===== src/rtl/gray_pkg.sv =====
// Shared types and conversion helpers for the Gray-code conversion arbiter.
//   conv_mode_e  : per-request conversion direction.
//   rsp_state_e  : occupancy of the single registered response slot.
//   bin2gray()   : binary -> reflected Gray code.
//   gray2bin()   : reflected Gray code -> binary.
// The helpers work on VEC_W_MAX-bit vectors. A narrower word must be
// zero-extended before the call and truncated after it. Leading zeros map to
// leading zeros in both directions, so the low VEC_W bits of the result are
// exactly the VEC_W-bit conversion.
package gray_pkg;

  localparam int VEC_W_MAX = 32;

  typedef enum logic {
    BIN2GRAY = 1'b0,
    GRAY2BIN = 1'b1
  } conv_mode_e;

  typedef enum logic {
    EMPTY = 1'b0,
    FULL  = 1'b1
  } rsp_state_e;

  function automatic logic [VEC_W_MAX-1:0] bin2gray(input logic [VEC_W_MAX-1:0] bin);
    return bin ^ (bin >> 1);
  endfunction

  // Each binary bit depends on the binary bit above it, so the loop runs
  // MSB-first.
  function automatic logic [VEC_W_MAX-1:0] gray2bin(input logic [VEC_W_MAX-1:0] gray);
    logic [VEC_W_MAX-1:0] bin;
    bin[VEC_W_MAX-1] = gray[VEC_W_MAX-1];
    for (int i = VEC_W_MAX - 2; i >= 0; i--) begin
      bin[i] = bin[i+1] ^ gray[i];
    end
    return bin;
  endfunction

endpackage


===== src/rtl/gray_conv_unit.sv =====
// Combinational binary/Gray converter for one VEC_W-bit word.
// Ports:
//   word   : input word.
//   mode   : BIN2GRAY or GRAY2BIN.
//   result : converted word.
module gray_conv_unit
  import gray_pkg::*;
#(
  parameter int VEC_W = 4
) (
  input  logic [VEC_W-1:0] word,
  input  conv_mode_e       mode,
  output logic [VEC_W-1:0] result
);

  logic [VEC_W_MAX-1:0] word_ext;

  assign word_ext = VEC_W_MAX'(word);
  assign result   = VEC_W'((mode == GRAY2BIN) ? gray2bin(word_ext) : bin2gray(word_ext));

endmodule


===== src/rtl/gray_conv_arbiter.sv =====
// Round-robin arbiter that lets NUM_REQ requesters share one binary/Gray
// converter. The result goes into a single output register and is returned
// on one valid/ready response channel, tagged with the granted requester ID.
// Ports:
//   clk, reset   : rising-edge clock, synchronous active-high reset.
//   req_valid_i  : per-requester request valid.
//   req_ready_o  : per-requester accept (one-hot or zero).
//   req_mode_i   : per-requester mode (0 = bin->Gray, 1 = Gray->bin).
//   req_data_i   : packed words, requester k at [k*VEC_W +: VEC_W].
//   rsp_valid_o  : result valid.
//   rsp_ready_i  : downstream accepts the result.
//   rsp_data_o   : converted word.
//   rsp_id_o     : index of the granted requester.
//   rsp_mode_o   : mode used for this result.
module gray_conv_arbiter
  import gray_pkg::*;
#(
  parameter  int NUM_REQ = 4,
  parameter  int VEC_W   = 4,
  localparam int ID_W    = $clog2(NUM_REQ)
) (
  input  logic                     clk,
  input  logic                     reset,
  input  logic [NUM_REQ-1:0]       req_valid_i,
  output logic [NUM_REQ-1:0]       req_ready_o,
  input  logic [NUM_REQ-1:0]       req_mode_i,
  input  logic [NUM_REQ*VEC_W-1:0] req_data_i,
  output logic                     rsp_valid_o,
  input  logic                     rsp_ready_i,
  output logic [VEC_W-1:0]         rsp_data_o,
  output logic [ID_W-1:0]          rsp_id_o,
  output logic                     rsp_mode_o
);

  rsp_state_e       state, state_nxt;
  logic [ID_W-1:0]  ptr, ptr_nxt;
  logic [VEC_W-1:0] data_q, data_nxt;
  logic [ID_W-1:0]  id_q, id_nxt;
  conv_mode_e       mode_q, mode_nxt;

  logic [ID_W-1:0]  grant_id;
  logic             found;
  logic             accept;
  conv_mode_e       grant_mode;
  logic [VEC_W-1:0] conv_word;

  // Scan from the pointer upward, wrapping modulo NUM_REQ. The index is
  // reduced by one subtraction, so a pointer >= NUM_REQ is never produced.
  // NOTE: every variable written in this block gets a default first, so no
  // path leaves it unassigned and no latch is inferred.
  always_comb begin
    int idx;
    grant_id = '0;
    found    = 1'b0;
    idx      = 0;
    for (int i = 0; i < NUM_REQ; i++) begin
      idx = int'(ptr) + i;
      if (idx >= NUM_REQ) idx = idx - NUM_REQ;
      if (!found && req_valid_i[idx]) begin
        found    = 1'b1;
        grant_id = ID_W'(idx);
      end
    end
  end

  // The slot can take a new result when it is empty or is being drained in
  // this same cycle. That allows back-to-back results with no bubble.
  assign accept      = !reset && ((state == EMPTY) || rsp_ready_i) && found;
  assign req_ready_o = accept ? (NUM_REQ'(1) << grant_id) : '0;
  assign grant_mode  = conv_mode_e'(req_mode_i[grant_id]);

  gray_conv_unit #(.VEC_W(VEC_W)) u_conv (
    .word   (req_data_i[grant_id*VEC_W +: VEC_W]),
    .mode   (grant_mode),
    .result (conv_word)
  );

  always_comb begin
    state_nxt = state;
    ptr_nxt   = ptr;
    data_nxt  = data_q;
    id_nxt    = id_q;
    mode_nxt  = mode_q;
    if (accept) begin
      state_nxt = FULL;
      data_nxt  = conv_word;
      id_nxt    = grant_id;
      mode_nxt  = grant_mode;
      ptr_nxt   = (grant_id == ID_W'(NUM_REQ - 1)) ? '0 : grant_id + 1'b1;
    end else if ((state == FULL) && rsp_ready_i) begin
      state_nxt = EMPTY;
    end
  end

  // NOTE: sequential state uses non-blocking assignments only, so every
  // register samples its next value from the same pre-edge snapshot.
  always_ff @(posedge clk) begin
    if (reset) begin
      state  <= EMPTY;
      ptr    <= '0;
      data_q <= '0;
      id_q   <= '0;
      mode_q <= BIN2GRAY;
    end else begin
      state  <= state_nxt;
      ptr    <= ptr_nxt;
      data_q <= data_nxt;
      id_q   <= id_nxt;
      mode_q <= mode_nxt;
    end
  end

  assign rsp_valid_o = (state == FULL);
  assign rsp_data_o  = data_q;
  assign rsp_id_o    = id_q;
  assign rsp_mode_o  = logic'(mode_q);

endmodule


===== config.mk =====
export PLATFORM = sky130hd
export DESIGN_NAME = gray_conv_arbiter
export DESIGN_NICKNAME = d
export VERILOG_FILES = /design/src/rtl/gray_pkg.sv /design/src/rtl/gray_conv_unit.sv /design/src/rtl/gray_conv_arbiter.sv
export SDC_FILE = /design/constraint.sdc
export NUM_CORES = 1
export LEC_CHECK = 0
export CAP_MARGIN = 20
export CORE_MARGIN = 2
export CORE_UTILIZATION = 37
export CTS_CLUSTER_DIAMETER = 150
export CTS_CLUSTER_SIZE = 20
export DETAILED_ROUTE_END_ITERATION = 16
export GPL_TIMING_DRIVEN = 0
export PLACE_DENSITY = 0.73
export SYNTH_ARGS = -nofsm -noshare
export SYNTH_HDL_FRONTEND = slang
export SYNTH_SLANG_ARGS = --single-unit

===== constraint.sdc =====
create_clock -name clk -period 2.3 [get_ports clk]
set_input_delay 0.23 -clock clk [delete_from_list [all_inputs] [get_ports clk]]
set_output_delay 0.23 -clock clk [all_outputs]
set_load 0.02 [all_outputs]

==> results of run 1 <==
==> per-layer routing <==
metal | wire length [um] | up-vias | GRT usage | share of wire
li1 | - | 507 | - | -
met1 | 1141 | 461 | 0.2232 | 0.44
met3 | 145 | 4 | 0.02825 | 0.055
met5 | 0 | - | 0 | 0
met4 | 42 | 0 | 0.05556 | 0.016
met2 | 1283 | 40 | 0.3313 | 0.49
==> worst paths after layout <==
path / slack, ns / depth (start not counted) / to
setup / recovery: -0.04 / 8 / rsp_data_o[0]
hold / removal: 0.48 / 2 / rsp_data_o[1]
setup reg to reg: -0.02 / 7 / rsp_data_o[0]
hold reg to reg: 0.48 / 2 / rsp_data_o[1]
==> kinds of logic after synthesis <==
logic type / synth area share
fa+ha+maj: 0.05634
xor+xnor: 0.03944
buf+inv: 0.04365
mux: 0.01127
flops: 0.2253
compound gates: 0.2225
simple gates: 0.4014
==> placed cells by master (no fill, tap or decap), drive strengths merged, types with 2 or more instances in the layout <==
master         netlist  routed
dfxtp               10      10
a211oi               2       2
a21boi               2       2
nor4                 5       5
clkdlybuf4s50        0      30
dlygate4sd2          0       4
nor2b                6       6
nor2                 4       4
nand2                8       8
nand3                5       5
and3                 5       5
xor2                 3       3
nor3                 2       2
ha                   4       4
clkbuf               3       7
buf                  4      13
a221o                2       2
a221oi               2       2
o21ai                6       6
a32oi                2       2
or4                  2       2
nor3b                4       4
nand3b               8       8
and2                 5       5
a21bo                2       2
==> critical path: stages <==
cell and delay (ns):
dlygate4sd2_1 0.38, nor2b_4 0.09, or4b_4 0.55, and3_4 0.17, o32a_1 0.36, xor2_1 0.20
or4_1 0.49, nand3_1 0.08
==> sequential cells by signal (all words and copies together), names as in the netlist <==
signal	cells
ptr	2
rsp_id_o	2
rsp_valid_o	1
rsp_data_o	4
rsp_mode_o	1
==> through the flow <==
stage          utilization  TNS (ns)  total power [mW]
2_1_floorplan            -         0            0.5977
4_1_cts             0.6230         0             1.005
6_report            0.6555  -0.03559             1.088
5_1_grt             0.6555   -0.1343             1.157
3_5_place_dp        0.5838    -4.069            0.7896
3_3_place_gp        0.5838    -3.659            0.7839
==> cell type report <==
class | instances | area, um^2
flip-flops and latches | 10 | 203.9
well taps | 28 | 35.03
clock buffers | 4 | 36.28
inverters | 2 | 11.26
repair buffers | 45 | 416.7
fillers | 206 | 769.5
plain buffers | 6 | 32.53
multi-input cells | 90 | 728.2
==> power breakdown <==
group | leakage [nW] | switching (mW) | internal [mW] | total, mW
Combinational | 0.482 | 0.333 | 0.345 | 0.678
Clock | 0.0210 | 0.0681 | 0.0963 | 0.164
Sequential | 0.0838 | 0.0259 | 0.219 | 0.245
Total | 0.587 | 0.427 | 0.660 | 1.09
==> repair_timing <==
action | in CTS | in global routing
endpoints found under the setup margin | 6 | 4
pin swaps | 3 | 8
buffers inserted | 2 | 5
gates resized for setup | 30 | 11
cloned | 0 | 0
endpoints found under the hold margin | 0 | 0
hold buffers | 0 | 0
==> metrics.cfg, run 1 <==
[grt]
track_usage = 0.1844
antenna_found_initial = 0
grt_max_degree = 11
grt_pass1_vias = 908
grt.overflow.total = 0
grt_pass1_wl_um = 3905

[route]
drt-initial-drc-count = 24
antenna_left = 0
drcViolationCount = 0
routedWlPerCell_um = 14.12
viasPerCell = 5.470
wl_um = 2613
firstDrtPassIters = 4
via_count = 1012

[logic_synthesis]
ys_seq_elements = 10
yosys_warnings = 0
synth_edf_count = 0
syn-num-nets = 140
ys_types = 42
postSynthAreaPerCell_um2 = 8.150
synth_most_common_cell = dfxtp_1
synth_top_area_frac = 0.2254
yosysSeqAreaShare = 0.2254
synth_top_area_cell = dfxtp_1
synth.top_cells.by_area = dfxtp_1, nand3b_1, ha_1
syn-cell-area_um2 = 888.4
syn_inst = 109
synthArstFlopShare = 0
yosys-top-cells-count = dfxtp_1, nand2_1, nand3b_1
synth_ff_type = dfxtp_1

[sta]
hold_viol = 0
worstMarginPinSlew_ns = 0.5158
drv_slew = 0
fin_crit_sh = 1.015
fin_skew_ns = 0.004375
timing.final.ws_setup_ns = -0.03559
hold_ws_ns = 0.4822
finalSetupViolations = 1
fin_crit_ns = 2.336
max-slew-margin-rel = 0.6535
rsz0062_at_grt = yes
fmax_mhz = 428.2

[clock_tree]
cts_tree = yes
htreeDepth = 1
clock_latency_ns = 0.27
clkSlewWorstSetupHoldPaths_ns = 0.07
cts_buffer_depth = 2
cts-root-buf = clkbuf_4
clock_sinks = 10
numCtsBuffers = 3

[critical_path]
startpoint = req_valid_i[3]
arrival_ns = 2.55
regToRegStartpoint = ptr[0]
setup.worst_path.start_class = input port
worstSetupPathType = input port to flop
cp_max_fo = 5
worstSetupEndpointType = flop
required_ns = 2.52

[place]
dpl-instance-area_um2 = 1304
post-place-ws_ns = -0.7143
dp_hpwl_um = 1769
dp.cells = 175
port_buffers = 38
place_congestion = 0.8323

[finish]
final_cells = 185
layout.nets = 189
n_antenna_cell = 0
layout-drive-gt1-share = 0.2675
final_area_um2 = 1464
syn2layout_area_growth_pct = 64.79

[floorplanning]
rows = 17
initial_core_util = 0.3978
ios = 39
core_um2 = 2233
die_w_um = 53
dieArea_um2 = 2809
fp.dieH_um = 53

[status]
violations = negative setup slack
outcome = complete, but fails checks

[pwr]
power.leakage_nw = 0.5869
p_per_area_nw_per_um2 = 743.1
vdd_drop_max_mv = 0.4728

[run]
cap_violations = 0

[min_path]
min_from = rsp_data_o[1]
hold_path.class = flop to flop

Note: power is estimated with default switching activity, not from simulation.
==> run 2, diff against run 1 <==
CORE_UTILIZATION = 41   (was 37)
PLACE_DENSITY = 0.76   (was 0.73)
clock period = 2.5 ns   (was 2.3 ns; I/O delays follow)
==> metrics.cfg, run 2 (synthesized netlist as in run 1, its figures left out) <==
[finish]
layout_common_cells = clkdlybuf4s50_1, dfxtp_1, nand3b_1  ; was clkdlybuf4s50_1, dfxtp_1, buf_4, nand3b_1, nand2_1
seqCellArea_um2 = 203.9  ; unchanged
multi_input_area_um2 = 699.4  ; was 728.2 um^2
n_antenna_cell = 0  ; unchanged
layout-drive-gt1-share = 0.1987  ; was 0.2675
largest_register_ffs = 4  ; unchanged
final_area_um2 = 1391  ; was 1464 um^2
layout.nets = 183  ; was 189
syn2layout_area_growth_pct = 56.62  ; was 64.79%
n_fill_cell = 172  ; was 206
mostFrequentLayoutCell = clkdlybuf4s50_1  ; unchanged
final_util = 0.6950  ; was 0.6555

[sta]
fin_skew_ns = 0.003870  ; was 0.004375 ns
fin_crit_ns = 2.425
drv_slew = 0  ; unchanged
hold_viol = 0  ; unchanged
worstMarginPinSlew_ns = 0.5857  ; was 0.5158 ns
max-slew-margin-rel = 0.6065  ; was 0.6535
tns_ns = 0  ; was -0.03559 ns
fmax_mhz = 412.4
rsz0062_at_grt = no  ; was yes
fin_crit_sh = 0.9700
finalSetupViolations = 0  ; was 1
hold_ws_ns = 0.4945  ; was 0.4822 ns

[grt]
grt_pass1_vias = 894  ; was 908
grt_max_degree = 11  ; unchanged
grt.overflow.total = 0  ; unchanged
track_usage = 0.2014  ; was 0.1844
antenna_found_initial = 0  ; unchanged
grt_pass1_wl_um = 3953  ; was 3905 um

[clock_tree]
cts_buffer_depth = 2  ; unchanged
postCtsHoldBufs = 0  ; unchanged
clkSlewWorstSetupHoldPaths_ns = 0.07  ; about the same
cts_tree = yes  ; unchanged
cts-root-buf = clkbuf_4  ; unchanged
clock_latency_ns = 0.27  ; about the same
numCtsBuffers = 3  ; unchanged
clock_sinks = 10  ; unchanged
htreeDepth = 1  ; unchanged

[critical_path]
required_ns = 2.71  ; was 2.52 ns
startpoint = req_valid_i[2]  ; was req_valid_i[3]
setup.worst_path.start_class = input port  ; unchanged
critical_path.max_stage_delay_ns = 0.57  ; was 0.55 ns
path_cells = dlygate4sd2_1 -> nor2b_2 -> or4_4 -> and3_1 -> o32a_1 -> xor2_2 -> or4_1 -> nand3_1  ; was dlygate4sd2_1 -> nor2b_4 -> or4b_4 -> and3_4 -> o32a_1 -> xor2_1 -> or4_1 -> nand3_1
ff2ff_path_depth = 7  ; unchanged
cp_max_fo = 5  ; unchanged
regToRegStartpoint = ptr[0]  ; unchanged
r2r_slack_ns = 0.07  ; was -0.02 ns
worstSetupPathType = input port to flop  ; unchanged
worstSetupEndpointType = flop  ; unchanged
r2r_end = rsp_data_o[0]  ; unchanged
slowest_stage = or4_4  ; was or4b_4
arrival_ns = 2.64  ; was 2.55 ns

[place]
port_buffers = 38  ; unchanged
place_congestion = 0.8320  ; was 0.8323
dp_hpwl_um = 1782  ; was 1769 um
dpl-instance-area_um2 = 1303  ; was 1304 um^2

[min_path]
min_path_cells = 2  ; unchanged
min_to = rsp_data_o[0]  ; was rsp_data_o[1]
min_from = rsp_data_o[0]  ; was rsp_data_o[1]
hold_path.class = flop to flop  ; unchanged

[status]
outcome = finished clean  ; was complete, but fails checks

[route]
firstDrtPassIters = 4  ; unchanged
viasPerCell = 5.489  ; was 5.470
drt-initial-drc-count = 16  ; was 24
antenna_left = 0  ; unchanged
routedWlPerCell_um = 12.95  ; was 14.12 um
via_count = 977  ; was 1012
drcViolationCount = 0  ; unchanged
wl_um = 2305  ; was 2613 um

[run]
cap_violations = 0  ; unchanged

[floorplanning]
fp.dieH_um = 50.55  ; was 53 um
dieArea_um2 = 2555  ; was 2809 um^2
rows = 16  ; was 17
ios = 39  ; unchanged
core_um2 = 2002  ; was 2233 um^2
initial_core_util = 0.4438  ; was 0.3978
die_w_um = 50.55  ; was 53 um

[pwr]
p_int_mw = 0.5624  ; was 0.6605 mW
power.leakage_nw = 0.5567  ; was 0.5869 nW
seqPwrFrac = 0.244  ; was 0.226
power.total_mw = 0.9259  ; was 1.088 mW
vdd_drop_max_mv = 0.3492  ; was 0.4728 mV
p_per_area_nw_per_um2 = 665.5  ; was 743.1 nW/um^2
clockPowerShare = 0.162  ; was 0.151
pwr-share-comb = 0.594  ; was 0.623
switching_power_mw = 0.3635  ; was 0.4273 mW
switching_share = 0.3926  ; was 0.3928

-- run 2: per-layer routing --
metal | vias to the layer above | routed length (um) | GRT usage
met3 | 5 | 90 | 0.02679
met4 | 0 | 46 | 0.08108
met5 | - | 0 | 0
met1 | 453 | 1040 | 0.2609
met2 | 27 | 1127 | 0.3355
li1 | 492 | - | -
-- run 2: final cells by class --
type / count / area share
buffer: 6 / 0.01978
tap: 27 / 0.02428
inverter: 2 / 0.005396
clock buffer: 4 / 0.02608
timing repair buffer: 39 / 0.2752
sequential: 10 / 0.1466
multi-input combinational: 90 / 0.5027
-- run 2: power groups by stage --
stage,clock network [mW],logic (mW),registers (mW)
after floorplan,0,0.281,0.269
after global placement,0,0.494,0.227
after detailed placement,0,0.502,0.228
after CTS,0.148,0.545,0.225
after global routing,0.161,0.603,0.233
final,0.150,0.550,0.226
-- run 2: stage by stage --
step	worst slack [ns]	cells
global placement	-0.5089	174
detailed placement	-0.5557	174
CTS	0.07740	178
finish	0.07492	178
global route	0.005880	178
floorplan	0.2035	109
-- run 2: worst max-delay path by stage --
stage | endpoint | slack, ns | depth (start not counted)
finish | rsp_data_o[0] | 0.07 | 8
global route | rsp_data_o[0] | 0.006 | 7
CTS | rsp_data_o[0] | 0.08 | 7
detailed placement | req_ready_o[3] | -0.56 | 9
global placement | req_ready_o[3] | -0.51 | 9
floorplan | rsp_data_o[0] | 0.20 | 7
-- run 2: worst max-delay path: cells and delay by family --
kind            cells  cell delay (ns)
compound gates      1             0.39
xor+xnor            1             0.20
buf+inv             1             0.26
simple gates        5             1.54
-- run 2: what timing repair did --
item | 4_1_cts | 5_1_grt
buffers inserted | 1 | 0
setup endpoints to repair | 5 | 3
pin swaps | 3 | 1
resized for setup | 23 | 3
